--- src/rtl/branch_resolve_if.sv ---
// Handshake and operand bundle between the ALU/zero-detect front end,
// the branch resolution unit and its downstream consumer.
interface branch_resolve_if #(
    parameter int WIDTH = 64
);
    logic             in_valid;
    logic             in_ready;
    logic [WIDTH-1:0] result;
    logic             alu_c;
    logic             alu_v;
    logic             set_flags;
    logic             is_bcond;
    logic             is_cbz;
    logic             is_cbnz;
    logic [3:0]       cond;
    logic [WIDTH-1:0] rt_val;
    logic             flush;
    logic             out_valid;
    logic             out_ready;
    logic             take_branch;
    logic [3:0]       flags;

    modport master (
        output in_valid, result, alu_c, alu_v, set_flags, is_bcond, is_cbz,
               is_cbnz, cond, rt_val, flush, out_ready,
        input  in_ready, out_valid, take_branch, flags
    );

    modport slave (
        input  in_valid, result, alu_c, alu_v, set_flags, is_bcond, is_cbz,
               is_cbnz, cond, rt_val, flush, out_ready,
        output in_ready, out_valid, take_branch, flags
    );
endinterface

--- src/rtl/branch_resolve.sv ---
// Two-stage flag and branch-resolution unit: per-slice zero detect in stage 1,
// NZCV commit and B.cond/CBZ/CBNZ resolution in stage 2.
module branch_resolve #(
    parameter int WIDTH = 64,
    parameter int SLICE = 16
) (
    input logic             clk,
    input logic             reset_n,
    branch_resolve_if.slave bus
);
    localparam int NS = WIDTH / SLICE;

    logic [NS-1:0] res_zs;
    logic [NS-1:0] rt_zs;

    logic          s1_valid;
    logic [NS-1:0] s1_res_zs;
    logic [NS-1:0] s1_rt_zs;
    logic          s1_n;
    logic          s1_c;
    logic          s1_v;
    logic          s1_sf;
    logic          s1_bcond;
    logic          s1_cbz;
    logic          s1_cbnz;
    logic [3:0]    s1_cond;

    logic          s2_valid;
    logic [NS-1:0] s2_res_zs;
    logic [NS-1:0] s2_rt_zs;
    logic          s2_n;
    logic          s2_c;
    logic          s2_v;
    logic          s2_sf;
    logic          s2_bcond;
    logic          s2_cbz;
    logic          s2_cbnz;
    logic [3:0]    s2_cond;

    logic          s2_free;
    logic          s2_fire;
    logic          s1_fire;
    logic          in_fire;
    logic [3:0]    flags_q;
    logic          z_new;
    logic          rt_zero;
    logic          cond_true;
    logic          take_comb;
    logic          take_hold;

    always_comb begin
        res_zs = '0;
        rt_zs  = '0;
        for (int i = 0; i < NS; i++) begin
            res_zs[i] = ~|bus.result[i*SLICE +: SLICE];
            rt_zs[i]  = ~|bus.rt_val[i*SLICE +: SLICE];
        end
    end

    assign s2_free      = !s2_valid || bus.out_ready;
    assign bus.in_ready = !s1_valid || s2_free;
    assign in_fire      = bus.in_valid && bus.in_ready;
    assign s1_fire      = s1_valid && s2_free;
    assign s2_fire      = s2_valid && bus.out_ready;

    // Flags commit as the setter leaves stage 2, so a younger B.cond entering
    // stage 2 on that same edge already sees them without forwarding.
    always_ff @(posedge clk) begin
        if (!reset_n) begin
            s1_valid  <= 1'b0;
            s2_valid  <= 1'b0;
            flags_q   <= 4'b0000;
            take_hold <= 1'b0;
        end else begin
            if (s2_valid)
                take_hold <= take_comb;
            if (bus.flush) begin
                s1_valid <= 1'b0;
                s2_valid <= 1'b0;
            end else begin
                if (s2_fire && s2_sf)
                    flags_q <= {s2_n, z_new, s2_c, s2_v};
                if (s2_free)
                    s2_valid <= s1_valid;
                if (bus.in_ready)
                    s1_valid <= bus.in_valid;
            end
        end
    end

    always_ff @(posedge clk) begin
        if (in_fire) begin
            s1_res_zs <= res_zs;
            s1_rt_zs  <= rt_zs;
            s1_n      <= bus.result[WIDTH-1];
            s1_c      <= bus.alu_c;
            s1_v      <= bus.alu_v;
            s1_sf     <= bus.set_flags;
            s1_bcond  <= bus.is_bcond;
            s1_cbz    <= bus.is_cbz;
            s1_cbnz   <= bus.is_cbnz;
            s1_cond   <= bus.cond;
        end
        if (s1_fire) begin
            s2_res_zs <= s1_res_zs;
            s2_rt_zs  <= s1_rt_zs;
            s2_n      <= s1_n;
            s2_c      <= s1_c;
            s2_v      <= s1_v;
            s2_sf     <= s1_sf;
            s2_bcond  <= s1_bcond;
            s2_cbz    <= s1_cbz;
            s2_cbnz   <= s1_cbnz;
            s2_cond   <= s1_cond;
        end
    end

    assign z_new   = &s2_res_zs;
    assign rt_zero = &s2_rt_zs;

    // B.cond is judged against the committed flags, never the stage-2 ones.
    always_comb begin
        cond_true = 1'b0;
        case (s2_cond)
            4'd0:  cond_true = flags_q[2];
            4'd1:  cond_true = !flags_q[2];
            4'd2:  cond_true = flags_q[1];
            4'd3:  cond_true = !flags_q[1];
            4'd4:  cond_true = flags_q[3];
            4'd5:  cond_true = !flags_q[3];
            4'd6:  cond_true = flags_q[0];
            4'd7:  cond_true = !flags_q[0];
            4'd8:  cond_true = flags_q[1] && !flags_q[2];
            4'd9:  cond_true = !flags_q[1] || flags_q[2];
            4'd10: cond_true = flags_q[3] == flags_q[0];
            4'd11: cond_true = flags_q[3] != flags_q[0];
            4'd12: cond_true = !flags_q[2] && (flags_q[3] == flags_q[0]);
            4'd13: cond_true = flags_q[2] || (flags_q[3] != flags_q[0]);
            default: cond_true = 1'b1;
        endcase
    end

    always_comb begin
        take_comb = 1'b0;
        if (s2_cbz)
            take_comb = rt_zero;
        else if (s2_cbnz)
            take_comb = !rt_zero;
        else if (s2_bcond)
            take_comb = cond_true;
    end

    assign bus.out_valid   = s2_valid;
    assign bus.take_branch = s2_valid ? take_comb : take_hold;
    assign bus.flags       = flags_q;
endmodule

--- src/flat_wrapper.sv ---
// flat-port wrapper written by rule: the top's interface ports become plain ports
module branch_resolve_flat 
#(
    parameter int WIDTH = 64,
    parameter int SLICE = 16
)
  (clk, reset_n, bus_in_valid, bus_result, bus_alu_c, bus_alu_v, bus_set_flags, bus_is_bcond, bus_is_cbz, bus_is_cbnz, bus_cond, bus_rt_val, bus_flush, bus_out_ready, bus_in_ready, bus_out_valid, bus_take_branch, bus_flags);
  branch_resolve_if #(.WIDTH(WIDTH)) bus_i ();
  input logic clk;
  input logic reset_n;
  input wire logic [$bits(bus_i.in_valid)-1:0] bus_in_valid;
  input wire logic [$bits(bus_i.result)-1:0] bus_result;
  input wire logic [$bits(bus_i.alu_c)-1:0] bus_alu_c;
  input wire logic [$bits(bus_i.alu_v)-1:0] bus_alu_v;
  input wire logic [$bits(bus_i.set_flags)-1:0] bus_set_flags;
  input wire logic [$bits(bus_i.is_bcond)-1:0] bus_is_bcond;
  input wire logic [$bits(bus_i.is_cbz)-1:0] bus_is_cbz;
  input wire logic [$bits(bus_i.is_cbnz)-1:0] bus_is_cbnz;
  input wire logic [$bits(bus_i.cond)-1:0] bus_cond;
  input wire logic [$bits(bus_i.rt_val)-1:0] bus_rt_val;
  input wire logic [$bits(bus_i.flush)-1:0] bus_flush;
  input wire logic [$bits(bus_i.out_ready)-1:0] bus_out_ready;
  output wire logic [$bits(bus_i.in_ready)-1:0] bus_in_ready;
  output wire logic [$bits(bus_i.out_valid)-1:0] bus_out_valid;
  output wire logic [$bits(bus_i.take_branch)-1:0] bus_take_branch;
  output wire logic [$bits(bus_i.flags)-1:0] bus_flags;
  assign bus_i.in_valid = bus_in_valid;
  assign bus_i.result = bus_result;
  assign bus_i.alu_c = bus_alu_c;
  assign bus_i.alu_v = bus_alu_v;
  assign bus_i.set_flags = bus_set_flags;
  assign bus_i.is_bcond = bus_is_bcond;
  assign bus_i.is_cbz = bus_is_cbz;
  assign bus_i.is_cbnz = bus_is_cbnz;
  assign bus_i.cond = bus_cond;
  assign bus_i.rt_val = bus_rt_val;
  assign bus_i.flush = bus_flush;
  assign bus_i.out_ready = bus_out_ready;
  assign bus_in_ready = bus_i.in_ready;
  assign bus_out_valid = bus_i.out_valid;
  assign bus_take_branch = bus_i.take_branch;
  assign bus_flags = bus_i.flags;
  branch_resolve #(.WIDTH(WIDTH), .SLICE(SLICE)) u_core (.clk(clk), .reset_n(reset_n), .bus(bus_i));
endmodule
--- config.mk ---
export PLATFORM = sky130hd
export DESIGN_NAME = branch_resolve_flat
export DESIGN_NICKNAME = d
export VERILOG_FILES = /design/src/rtl/branch_resolve_if.sv /design/src/rtl/branch_resolve.sv /design/src/flat_wrapper.sv
export SDC_FILE = /design/constraint.sdc
export NUM_CORES = 1
export LEC_CHECK = 0
export ABC_AREA = 1
export CAP_MARGIN = 10
export CORE_UTILIZATION = 30
export DETAILED_ROUTE_END_ITERATION = 10
export PLACE_DENSITY = 0.75
export SYNTH_ARGS = -nofsm -noshare
export SYNTH_HDL_FRONTEND = slang
export SYNTH_SLANG_ARGS = --single-unit
export TNS_END_PERCENT = 20
--- constraint.sdc ---
create_clock -name clk -period 2.4 [get_ports clk]
set_clock_uncertainty 0.2 [all_clocks]
set_input_delay 0.72 -clock clk [delete_from_list [all_inputs] [get_ports clk]]
set_output_delay 0.72 -clock clk [all_outputs]
set_load 0.02 [all_outputs]
After elaboration in Yosys (flattened, before gate mapping) --
Index checks and enable logic that the tools add are counted.
Word-level totals: bits in registers 45, word-level logic and storage cells 84, output and inout port bits 7, input port bits 143
Operators by class: bitwise gates (word level) 2, mux-type cells 5, reduce and logical (&&, ||, !) cells 38, equality and inequality tests 15
Operators with widths (number):
- OR reduction 16 bit | 8
- equality test 4 bit (second input constant) | 6
- equality test 4 x 3 -> 1 bit (second input constant) | 4
- zero test 1 bit | 15
- one-hot mux 1 bit (14 select lines) | 1
- equality test 4 x 2 -> 1 bit (second input constant) | 2
- AND reduction 4 bit | 2
- logical AND 1 bit | 6
- equality test 4 x 1 -> 1 bit (second input constant) | 1
- zero test 4 bit | 1
- logical OR 1 bit | 4
- two-way mux 1 bit | 4
- inverter 1 bit | 2
- AND reduction 2 bit | 1
- OR reduction 2 bit | 1
- equality test 1 bit | 1
- != test 1 bit | 1

Depth between registers and ports, before layout --
word-level depth 7, gate-level depth with buffers 12, mapped depth without buffers 11

Least setup slack after synthesis --
No wires, ideal clock.
kind input to register, start point input bus_out_ready, end point register u_core.s2_bcond, enable pin, buffers on the path 0, stages on the path 2, data required time 1799 ps, setup slack 69 ps, library setup time 401 ps, data arrival time 1730 ps, cell sequence inv_1 a21oi_1
On the way: cells in the longest elaborated chain, start to end 2
Ends and longest elaborated chain:
- start: declaration | RTL line flat_wrapper.sv:22 | input wire logic [$bits(bus_i.out_ready)-1:0] bus_out_ready;
- logical OR 1 bit | RTL line branch_resolve.sv:60 | assign s2_free = !s2_valid || bus.out_ready;
- logical AND 1 bit | RTL line branch_resolve.sv:63 | assign s1_fire = s1_valid && s2_free;
- via u_core.s1_fire | RTL line branch_resolve.sv:42 | logic s1_fire;
- end signal: assignment | RTL line branch_resolve.sv:111 | s2_bcond <= s1_bcond;
- end: declaration | RTL line branch_resolve.sv:35 | logic s2_bcond;
The timed path passes the listed nets, and every way through them passes these cells. A chain may end at the register's enable or synchronous reset.

Worst setup path in the final report --
start point register u_core.s2_cond[1], end point output bus_take_branch
On the way: cells in the longest elaborated chain, start to end 6, elaborated cells between the ends (all ways) 19, those cells by class eq/ne (13); mux (5); reduce/logical (1)
Ends and longest elaborated chain:
- start: declaration | RTL line branch_resolve.sv:38 | logic [3:0] s2_cond;
- start signal: assignment | RTL line branch_resolve.sv:114 | s2_cond <= s1_cond;
- equality test 4 bit, or another cell as far along | RTL line branch_resolve.sv:124 | case (s2_cond)
- one-hot mux 1 bit (14 select lines) (*) | RTL line branch_resolve.sv:124
- two-way mux 1 bit (*) | RTL line branch_resolve.sv:149 | else if (s2_bcond)
- two-way mux 1 bit (*) | RTL line branch_resolve.sv:147 | else if (s2_cbnz)
- two-way mux 1 bit (*) | RTL line branch_resolve.sv:145 | if (s2_cbz)
- two-way mux 1 bit (*) | RTL line branch_resolve.sv:154 | assign bus.take_branch = s2_valid ? take_comb : take_hold;
- end: declaration | RTL line flat_wrapper.sv:25 | output wire logic [$bits(bus_i.take_branch)-1:0] bus_take_branch;
Every way passes the cells marked *; elsewhere a longest branch is shown, timed or not.

==> results.json <==
{
  "htree_num_levels": 2,
  "crit_path_max_fanout": 3,
  "avgSynthCellArea_um2": 10.4,
  "cts_buffer_depth": 2,
  "antenna_found_initial": 0,
  "path_buf_inv": 2,
  "syn-num-nets": 333,
  "synth_compound_area_share_pct": 3.97,
  "synth_top_cell_by_area": "edfxtp_1",
  "required_ps": 1480,
  "cts_hold_buf": 0,
  "worst_pin_slew_ps": 302,
  "nets": 507,
  "synth-seq-cells": 45,
  "powerDensity_nw_per_um2": 422,
  "finalHoldViolCount": 0,
  "start_kind": "flip-flop",
  "finalSetupViolations": 1,
  "drive_gt1_share_pct": 15.3,
  "syn_area_um2": 1980,
  "placed_cells": 428,
  "synth_most_common_cell": "nand2_1",
  "grt_pass1_wl_um": 10000,
  "pin_count": 150,
  "synth_common_cells": "48 x nand2_1, 38 x edfxtp_1, 32 x nor4_1",
  "grt_pass1_vias": 2254,
  "cp_cell_sequence": "buf_6, nand2_2, nand3_2, nand3_2, nand3_2, o21bai_1, nand2_1, nand2_2, nand2_2, buf_6",
  "synth-seq-area-share_pct": 64.6,
  "fin_ws_ps": -198,
  "hp-class": "reg2reg",
  "synth_top_family_by_area": "simple AND/OR/NAND/NOR gates",
  "die_y_um": 83.3,
  "synth-adder-area-share_pct": 0,
  "core_area_um2": 6350,
  "cts_tree": "done",
  "wl_per_cell_um": 14.2,
  "synthTopCellsByArea": "edfxtp_1 58%, nor4_1 10%, nand2_1 9.1%",
  "whs_ps": 222,
  "status": "complete, but fails checks",
  "start_util_pct": 31.2,
  "synthArstFlopShare_pct": 0,
  "clk_pin_slew_ps": 70,
  "final_cells": 442,
  "routed_via_density": 4.69,
  "synth_cells": 190,
  "timing.final.crit_share_pct": 108,
  "yosysWarnings": 0,
  "slew_violations": 0,
  "synth-main-ff-cell": "edfxtp_1",
  "cp_data_arrival_time_ps": 1680,
  "yosysUniqueCellTypes": 20,
  "criticalPathCategory": "reg2out",
  "power_leakage_nw": 1.40,
  "multi_input_area_um2": 702,
  "synth.area.mux_share_pct": 0,
  "routed_wl_um": 6260,
  "drc": 0,
  "drv_cap": 0,
  "synth_top_area_share_pct": 57.5,
  "row_count": 29,
  "min_period_ps": 2600,
  "die_area_um2": 6940,
  "dp_slack_ps": -478,
  "n_antenna_cell": 0,
  "maxSlewHeadroom_pct": 79.8,
  "cpLargestDelayFamily": "simple AND/OR/NAND/NOR gates",
  "root_buffer": "clkbuf_8",
  "place_congestion": 0.820,
  "slowest_delay_ps": 460,
  "grt_max_degree": 20,
  "synth_xor_area_share_pct": 0,
  "ir_worst_vdd_v": 0.000260,
  "place.detailed.hpwl_um": 5110,
  "ff_latch_area_um2": 1280,
  "grt_overflow": 0,
  "p_total_mw": 1.65,
  "vias": 2073,
  "synth-edff-count": 38,
  "portBuffers": 149,
  "insertion_delay_ps": 290,
  "fmax_mhz": 385,
  "violations": "setup timing",
  "end_kind": "output port",
  "dr.pass1.iters": 4,
  "drtIter0Drc": 65,
  "cts_buffers": 5,
  "ant_nets": 0,
  "grt_usage_pct": 18.5,
  "die_w_um": 83.3,
  "rsz0062_at_grt": "yes",
  "clkSinkCount": 45,
  "cp_slowest_cell": "edfxtp_1",
  "syn_to_final_growth_pct": 97.0,
  "synthSimpleGateAreaFrac_pct": 27.9,
  "fillers": 526
}
## cell families (layout without fill, tap and decap cells)
family,after synthesis,in the layout
buffers and inverters,16,191
DFF,45,45
AOI/OAI and AO/OA,14,14
and+or+nand+nor,115,115
## metrics by stage
stage	setup TNS [ps]	instance area (um2)	utilization, %
global route	-388	3910	61.5
CTS	-164	3840	60.5
floorplan	0	1980	-
detailed placement	-820	3690	58.0
global placement	-724	3690	58.0
finish	-198	3910	61.5
## worst paths after layout
kind,from,endpoint,slack [ps],cells after the start
max reg2reg,u_core.s2_cond[1]$_DFFE_PP_,u_core.take_hold$_SDFF_PN0_,580,14
min,u_core.s1_res_zs[2]$_DFFE_PP_,u_core.s2_res_zs[2]$_DFFE_PP_,220,0
min reg2reg,u_core.s1_res_zs[2]$_DFFE_PP_,u_core.s2_res_zs[2]$_DFFE_PP_,220,0
max,u_core.s2_cond[1]$_DFFE_PP_,bus_take_branch,-200,10
## area by class of cell
class                   count  share of cell area, %
clock buffers               8                   2.31
repair buffers            168                   42.9
flip-flops and latches     45                   32.9
inverters                  15                   1.51
well taps                  77                   2.47
multi-input cells         129                   18.0
## registers in the layout (all words and copies together) (netlist names), 4 cells and up
| name | count |
|---|---|
| u_core.s1_res_zs | 4 |
| u_core.s2_cond | 4 |
| u_core.s2_rt_zs | 4 |
| u_core.bus.flags | 4 |
| u_core.s2_res_zs | 4 |
| u_core.s1_cond | 4 |
| u_core.s1_rt_zs | 4 |
## worst register-to-register path: stages, from the launching register on
cell and delay [ps]:
edfxtp_1 460, buf_6 170, inv_4 70, nand2_2 60, nand3_2 70, nand2_1 50
nand2_1 50, nand2_1 50, nand2_1 70, o21bai_1 60, nand2_1 70, nand2_2 60
buf_4 120, buf_4 120, a21oi_2 100
## per-layer routing
layer	track usage [%]	up-vias	part of all wire (%)
met3	4.47	17	6.7
met1	18.9	921	35
met2	35.9	98	55
met4	7.21	0	2.7
met5	0	-	0
li1	-	1037	-
## repair_timing
action | CTS | global route
pin swaps | 8 | 7
buffers inserted | 6 | 0
resized for setup | 20 | 18
endpoints found under the setup margin | 2 | 3
## layout by cell type, fill, tap and decap left out, types with 2 or more instances in the layout
cell / n
a21oi_1: 6
a21oi_2: 3
buf_12: 2
buf_4: 14
buf_6: 5
clkbuf_1: 2
clkbuf_8: 6
clkdlybuf4s50_1: 146
dfxtp_1: 5
dfxtp_2: 2
edfxtp_1: 38
inv_1: 11
inv_2: 3
nand2_1: 41
nand2_2: 8
nand3_2: 9
nand4_1: 2
nor2_1: 19
nor2_2: 2
nor4_1: 32
o21ai_0: 3
## where the power goes
part | total [mW] | switching [mW] | leakage [nW] | internal [mW]
combinational | 0.305 | 0.0751 | 0.936 | 0.229
sequential | 0.885 | 0.00948 | 0.421 | 0.875
clock | 0.458 | 0.223 | 0.0455 | 0.235
total | 1.65 | 0.308 | 1.40 | 1.34
No activity file was read; power rests on OpenSTA's default activity.
